**config.mk**
```make
export PLATFORM = sky130hd
export DESIGN_NAME = cfg_seq
export DESIGN_NICKNAME = d
export VERILOG_FILES = /design/src/rtl/cfg_pkg.sv /design/src/rtl/cfg_rom_multi.sv /design/src/rtl/cfg_seq.sv
export SDC_FILE = /design/constraint.sdc
export NUM_CORES = 1
export LEC_CHECK = 0
export ABC_AREA = 1
export BUFFER_PORTS_ARGS = -buffer_cell sky130_fd_sc_hd__clkbuf_2
export CORE_ASPECT_RATIO = 1.4
export CORE_MARGIN = 5
export CORE_UTILIZATION = 39
export CTS_CLUSTER_DIAMETER = 200
export CTS_CLUSTER_SIZE = 10
export DETAILED_ROUTE_END_ITERATION = 8
export SLEW_MARGIN = 0
export SYNTH_ARGS = -nofsm -noshare
export SYNTH_HDL_FRONTEND = slang
export SYNTH_HIERARCHICAL = 1
export SYNTH_SLANG_ARGS = --single-unit
```
**constraint.sdc**
```tcl
create_clock -name i_clk -period 3.8 [get_ports i_clk]
set_input_delay 0.19 -clock i_clk [delete_from_list [all_inputs] [get_ports i_clk]]
set_output_delay 0.19 -clock i_clk [all_outputs]
set_load 0.1 [all_outputs]
```
**src/rtl/cfg_pkg.sv**
```systemverilog
// Shared constants and FSM encoding for the camera configuration sequencer.
package cfg_pkg;

  localparam logic [15:0] CFG_DELAY        = 16'hFF_F0;
  localparam logic [7:0]  CFG_END_REG      = 8'hFF;
  localparam logic [15:0] CFG_UNUSED       = 16'hFF_FF;
  localparam int unsigned CFG_DELAY_CYCLES = 25000;

  typedef enum logic [2:0] {
    StIdle,
    StFetch,
    StDecode,
    StSend,
    StDelay,
    StDone
  } cfg_state_e;

endpackage

```
**src/rtl/cfg_rom_multi.sv**
```systemverilog
// Multi-profile register table ROM; one registered cycle of read latency, no reset on data.
module cfg_rom_multi
  import cfg_pkg::*;
#(
  parameter int unsigned ADDR_W = 8,
  parameter int unsigned PROF_W = 1
) (
  input  logic              i_clk,
  input  logic [PROF_W-1:0] i_profile,
  input  logic [ADDR_W-1:0] i_addr,
  output logic [15:0]       o_data
);

  logic [15:0] entry;
  logic [15:0] data_q;

  always_comb begin
    entry = CFG_UNUSED;
    if (i_profile == PROF_W'(0)) begin
      // RGB444 VGA
      case (int'(i_addr))
        0:       entry = 16'h12_80;
        1:       entry = CFG_DELAY;
        2:       entry = 16'h12_04;
        3:       entry = 16'h8C_02;
        4:       entry = 16'h40_D0;
        5:       entry = 16'h3A_04;
        6:       entry = 16'h11_01;
        7:       entry = 16'hFF_FF;
        default: ;
      endcase
    end else if (i_profile == PROF_W'(1)) begin
      // RGB565 VGA
      case (int'(i_addr))
        0:       entry = 16'h12_80;
        1:       entry = CFG_DELAY;
        2:       entry = 16'h12_04;
        3:       entry = 16'h8C_00;
        4:       entry = 16'h40_D0;
        5:       entry = 16'h3A_04;
        6:       entry = 16'hFF_FF;
        default: ;
      endcase
    end
  end

  always_ff @(posedge i_clk) begin
    data_q <= entry;
  end

  assign o_data = data_q;

endmodule

```
**src/rtl/cfg_seq.sv**
```systemverilog
// Configuration sequencer: walks the selected register table and emits writes over valid/ready,
// handling delay and end markers locally.
module cfg_seq
  import cfg_pkg::*;
#(
  parameter int unsigned ADDR_W       = 8,
  parameter int unsigned NUM_PROFILES = 2,
  parameter int unsigned PROF_W       = 1,
  parameter int unsigned DELAY_CYCLES = CFG_DELAY_CYCLES
) (
  input  logic              i_clk,
  input  logic              i_rstn,
  input  logic              i_start,
  input  logic [PROF_W-1:0] i_profile,
  output logic              o_wr_valid,
  input  logic              i_wr_ready,
  output logic [7:0]        o_wr_reg,
  output logic [7:0]        o_wr_data,
  output logic              o_busy,
  output logic              o_done,
  output logic              o_err
);

  localparam int unsigned CntW = (DELAY_CYCLES > 1) ? $clog2(DELAY_CYCLES) : 1;

  cfg_state_e        state_q, state_d;
  logic [ADDR_W-1:0] addr_q, addr_d;
  logic [PROF_W-1:0] prof_q, prof_d;
  logic [CntW-1:0]   cnt_q, cnt_d;
  logic              valid_q, valid_d;
  logic [7:0]        reg_q, reg_d;
  logic [7:0]        wdata_q, wdata_d;
  logic              done_q, done_d;
  logic              err_q, err_d;
  logic              advance;
  logic [15:0]       rom_data;

  cfg_rom_multi #(
    .ADDR_W (ADDR_W),
    .PROF_W (PROF_W)
  ) u_rom (
    .i_clk     (i_clk),
    .i_profile (prof_q),
    .i_addr    (addr_q),
    .o_data    (rom_data)
  );

  always_comb begin
    state_d = state_q;
    addr_d  = addr_q;
    prof_d  = prof_q;
    cnt_d   = cnt_q;
    valid_d = valid_q;
    reg_d   = reg_q;
    wdata_d = wdata_q;
    done_d  = done_q;
    err_d   = err_q;
    advance = 1'b0;

    case (state_q)
      StIdle, StDone: begin
        if (i_start) begin
          prof_d = i_profile;
          addr_d = '0;
          if (32'(i_profile) >= NUM_PROFILES) begin
            state_d = StDone;
            done_d  = 1'b1;
            err_d   = 1'b1;
          end else begin
            state_d = StFetch;
            done_d  = 1'b0;
            err_d   = 1'b0;
          end
        end
      end
      StFetch: state_d = StDecode;
      StDecode: begin
        if (rom_data == CFG_DELAY) begin
          cnt_d   = CntW'(DELAY_CYCLES - 1);
          state_d = StDelay;
        end else if (rom_data[15:8] == CFG_END_REG) begin
          state_d = StDone;
          done_d  = 1'b1;
        end else begin
          reg_d   = rom_data[15:8];
          wdata_d = rom_data[7:0];
          valid_d = 1'b1;
          state_d = StSend;
        end
      end
      StSend: begin
        if (i_wr_ready) begin
          valid_d = 1'b0;
          advance = 1'b1;
        end
      end
      StDelay: begin
        if (cnt_q == '0) advance = 1'b1;
        else             cnt_d = cnt_q - CntW'(1);
      end
      default: state_d = StIdle;
    endcase

    // Running off the end of the table without an end marker is an error.
    if (advance) begin
      if (addr_q == '1) begin
        state_d = StDone;
        done_d  = 1'b1;
        err_d   = 1'b1;
      end else begin
        addr_d  = addr_q + ADDR_W'(1);
        state_d = StFetch;
      end
    end
  end

  always_ff @(posedge i_clk or negedge i_rstn) begin
    if (!i_rstn) begin
      state_q <= StIdle;
      addr_q  <= '0;
      prof_q  <= '0;
      cnt_q   <= '0;
      valid_q <= 1'b0;
      reg_q   <= '0;
      wdata_q <= '0;
      done_q  <= 1'b0;
      err_q   <= 1'b0;
    end else begin
      state_q <= state_d;
      addr_q  <= addr_d;
      prof_q  <= prof_d;
      cnt_q   <= cnt_d;
      valid_q <= valid_d;
      reg_q   <= reg_d;
      wdata_q <= wdata_d;
      done_q  <= done_d;
      err_q   <= err_d;
    end
  end

  assign o_wr_valid = valid_q;
  assign o_wr_reg   = reg_q;
  assign o_wr_data  = wdata_q;
  assign o_done     = done_q;
  assign o_err      = err_q;
  assign o_busy     = (state_q == StFetch) || (state_q == StDecode) ||
                      (state_q == StSend)  || (state_q == StDelay);

endmodule

```
# Word level (Yosys, flattened, before mapping)
# Index checks and enable logic that the tools add are counted.
# op_classes
add_sub_neg	2
multipliers	0
div_mod_pow	0
order_cmp	0
eq_ne	21
n_shift	0
muxes	33
n_bitwise	2
n_reduce_logical	15
# op_table
cell	n
case mux 16 bit (7 select lines)	1
case mux 16 bit (6 select lines)	1
two-way mux 8 bit	4
two-way mux 15 bit	2
case mux 15 bit (2 select lines)	1
equality test 8 x 3 -> 1 bit (second input constant)	3
equality test 16 bit (second input constant)	1
equality test 8 x 2 -> 1 bit (second input constant)	2
equality test 8 bit (second input constant)	2
two-way mux 16 bit	1
zero test 15 bit	1
two-way mux 3 bit	5
subtractor 15 x 1 -> 15 bit (second input constant)	1
two-way mux 1 bit	14
case mux 3 bit (4 select lines)	1
!= test 2 bit (second input constant)	5
adder 8 x 1 -> 8 bit (second input constant)	1
equality test 8 x 1 -> 1 bit (second input constant)	1
zero test 8 bit	1
equality test 3 x 2 -> 1 bit (second input constant)	2
equality test 3 bit (second input constant)	2
case mux 1 bit (2 select lines)	3
AND reduction 3 bit	2
AND reduction 2 bit	2
9 further kinds	14
# word_totals
regBits	62
latchBits	0
ramBits	0
rom_bits	0
input_bits	5
output_inout_bits	20
mem_count	0

# Longest topological paths before layout
# depth
depth_word	6
depth_mapped	11
ltp_nobuf	10

# Cells and area by module
# Netlist, hierarchy kept.
# by_module_without_submodules
module	instances	cells_each	area_each_um2	seq_area_each_um2
cfg_seq	1	366	2698.8	1151.1
cfg_rom_multi	1	72	539.3	260.2

# Least setup slack after synthesis
# OpenSTA, ideal clock, no wires.
# synth_path
path_kind	flip-flop to output port
startpoint	register state_q[1]
endpoint	output port o_busy
arrival_ps	1537
slack_ps	2073
stages_incl_launch_ff	7
path_buffers	1
cell_sequence	dfrtp_1 -> nor2_2 -> nand2_1 -> buf_6 -> nand2_1 -> inv_1 -> nand3_1
# synth_via
elab_chain_cells	4
elab_cells_between_ends	7
cone_classes	eq/ne: 4; reduce/logical: 3
# synth_lines
item	line_no	rtl
start, declared	cfg_seq.sv:26	cfg_state_e state_q, state_d;
start signal, assigned	cfg_seq.sv:119	state_q <= StIdle;
start signal, assigned	cfg_seq.sv:129	state_q <= state_d;
equality test 3 x 1 -> 1 bit or equality test 3 x 2 -> 1 bit (tied branches)	cfg_seq.sv:146	assign o_busy = (state_q == StFetch) || (state_q == StDecode) ||
logical OR 1 bit (2 in a row)	cfg_seq.sv:146	
logical OR 1 bit (*)	cfg_seq.sv:147	(state_q == StSend) || (state_q == StDelay);
end, declared	cfg_seq.sv:19	output logic o_busy,
# Every way passes the cells marked *; elsewhere a longest branch is shown, timed or not.

# Worst setup path in the final report
# Same ends and word-level chain as after synthesis.

==> impl_metrics.py <==
metrics = {
    "setup_path": {
        "critPathMaxFanout": 11,
        "crit_start": "state_q[1]",
        "max_stage_delay_ns": 0.45,
        "path_common_cell": "nand2_1",
        "path_buf_inv": 2,
        "r2r-end": "state_q[2]",
        "reg2reg_depth": 8,
        "required_ns": 3.61,
        "setup.worst_path.class": "flop to output pin",
        "crit_chain": "nor2_2 -> nand2_1 -> nand2_1 -> inv_1 -> nand3_1 -> clkbuf_2",
        "r2r_setup_slack_ns": 1.97,
        "arrival_ns": 1.85,
        "crit_end": "o_busy",
        "r2r-start": "state_q[1]",
        "crit_cells": 6,
        "startpoint_type": "flop",
        "critical-path-slowest-cell": "clkbuf_2",
        "worst_setup_path_end_kind": "output pin",
        "crit_family": "simple AND/OR/NAND/NOR gates",
    },
    "clock_network": {
        "htree_levels": 3,
        "path_clk_slew_ns": 0.05,
        "clkLatencyLatePin_ns": 0.33,
        "clockBufferDepth": 2,
        "holdBufCountCts": 1,
        "cts-root-buf": "clkbuf_16",
        "post_cts_buffers": 0,
        "clkSinkCount": 59,
        "cts_made_buffers": 9,
        "cts_resized": 0,
        "cts_tree": "yes",
    },
    "placed_design": {
        "globalplace.congestion": 0.847,
        "io_buffers": 24,
        "dp.final_hpwl_um": 5120,
    },
    "power_and_ir_drop": {
        "power_density_nw_per_um2": 993,
        "vdd_drop_max_uv": 530,
        "leakage_nw": 1.99,
    },
    "global_route": {
        "grt_use_total_pct": 15.2,
        "grt-ovfl-total": 0,
        "grt_pass1_vias": 2735,
        "grt_max_degree": 31,
        "grt_pass1_wl_um": 12400,
        "antenna_found_initial": 0,
    },
    "layout": {
        "diodes": 0,
        "drive_gt1_share_pct": 16.6,
        "area_growth_pct": 13.8,
        "max_flop_register": "cnt_q",
        "final_util_pct": 45.2,
        "nets": 472,
        "largest_reg_flops": 15,
    },
    "floorplan": {
        "row_count": 39,
        "start_util_pct": 39.7,
        "die_x_um": 87.0,
        "die_y_um": 118,
        "io_pins": 25,
        "core_area_um2": 8150,
        "die-area_um2": 10300,
    },
    "run": {
        "maxCapViolations": 0,
    },
    "logic_synthesis": {
        "ys_ff_latch": 59,
        "synthTopCellsByArea": "dfrtp_1 (36%), nand2_1 (19%), dfxtp_1 (8.0%)",
        "synth_nets": 445,
        "syn_area_um2": 3240,
        "yosysTopAreaCellShare_pct": 35.5,
        "syn_avg_cell_area_um2": 7.39,
        "yosysTopAreaCell": "dfrtp_1",
        "synth_seq_area_share_pct": 43.6,
        "ys_warn_count": 6,
        "postSynthCellCount": 438,
        "ys_types": 31,
    },
    "route": {
        "wl_met1_um": 3110,
        "wl_per_cell_um": 12.2,
        "drt-pass1-iter-count": 4,
        "drc": 0,
        "top_layer_used": "met4",
        "wl_met3_um": 208,
        "via_per_inst": 4.69,
        "drtIter0Drc": 77,
        "detail-route-antenna-nets": 0,
        "finalWirelength_um": 7000,
        "vias": 2680,
        "route.met2.wl_um": 3520,
    },
    "sta": {
        "rsz0062_at_grt": "false",
        "tightest_slew_ns": 0.565,
        "max_freq_mhz": 489,
        "finalClockSkew_ns": 0.00457,
        "slew_violations": 0,
        "final_hold_viol_count": 0,
        "setup_viol": 0,
        "setup_tns_ns": 0,
        "post-route-period-util_pct": 53.8,
        "whs_ns": 0.0952,
        "max_slew_margin_pct": 62.2,
        "min_period_ns": 2.04,
    },
    "run_status": {
        "outcome": "complete, no violations",
    },
    "hold_path": {
        "hp-class": "input pin to flop",
    },
}
-- layout make-up --
type                            instances  area, um^2
Fill cell                             796        4460
Multi-Input combinational cell        320        1560
Sequential cell                        59        1410
Clock buffer                            9         225
Inverter                               49         184
Timing Repair Buffer                   26         138
Tap cell                              102         128
Clock inverter                          7        43.8
-- metal layers --
metal,vias to the layer above,global-route usage [%]
met5,-,0
met4,0,8.28
met3,11,3.50
met2,46,25.4
met1,1218,17.5
li1,1405,-
-- how the worst min path moves through the flow --
stage / depth (start not counted) / start / end / slack, ns
2_1_floorplan: 0 / i_rstn / addr_q[0] / -0.11
3_3_place_gp: 1 / i_rstn / cnt_q[10] / 0.15
3_5_place_dp: 1 / i_rstn / cnt_q[9] / 0.15
4_1_cts: 2 / i_profile / prof_q / 0.09
5_1_grt: 2 / i_profile / prof_q / 0.10
6_report: 2 / i_profile / prof_q / 0.1
-- cells in the final DEF (no fill, tap or decap), types with 7 or more instances in the layout --
cell type / n
dfrtp_1: 46
nand2_2: 9
nor2_1: 54
nor2_2: 7
dfxtp_1: 13
mux2_4: 10
nand3_1: 31
inv_1: 47
nand2_1: 168
clkbuf_2: 24
clkbuf_16: 9
o21ai_0: 9
-- synthesized netlist by cell type --
cell type and number:
a31oi_1 1, nor3_1 3, nand3_2 2, nor2_1 54
dfxtp_1 13, a21oi_1 2, mux2_4 10, a21boi_0 1
nand2_1 168, nand2_2 9, nand4_4 1, buf_4 3
ha_1 2, or2_2 1, nor2_4 2, nand3b_1 4
nor2_2 7, o211ai_1 1, mux2_2 3, nor3b_1 2
nand3_1 31, buf_6 5, inv_2 2, xor2_1 4
clkbuf_1 1, nand4_1 1, buf_2 1, dfrtp_1 46
inv_1 47, o21ai_0 9, o21ai_1 2
-- report_power, final --
part | switching [mW] | internal (mW) | leakage, nW
clock | 0.293 | 0.437 | 0.131
combinational | 1.39 | 0.490 | 1.18
sequential | 0.185 | 0.860 | 0.686
-- cell families (layout without fill, tap and decap cells) --
family,Yosys count,after routing,synth area share (%)
DFF,59,59,43.6
xor gates and xnor gates,4,4,1.08
AOI/OAI and AO/OA,16,16,2.67
and+or+nand+nor,285,285,37.8
buffers and inverters,59,91,8.38
muxes,13,13,5.68
adders and majority gates,2,2,0.773
-- through the flow --
step                      cells  cell area [um^2]  setup WS (ns)  power (mW)
after floorplan             438              3240           2.07        2.67
after global placement      555              3410           2.09        2.93
after detailed placement    555              3410           1.98        2.95
after CTS                   572              3680           1.73        3.70
after global routing        572              3680           1.60        3.93
final                       572              3680           1.76        3.66
(Power assumes the default switching activity.)
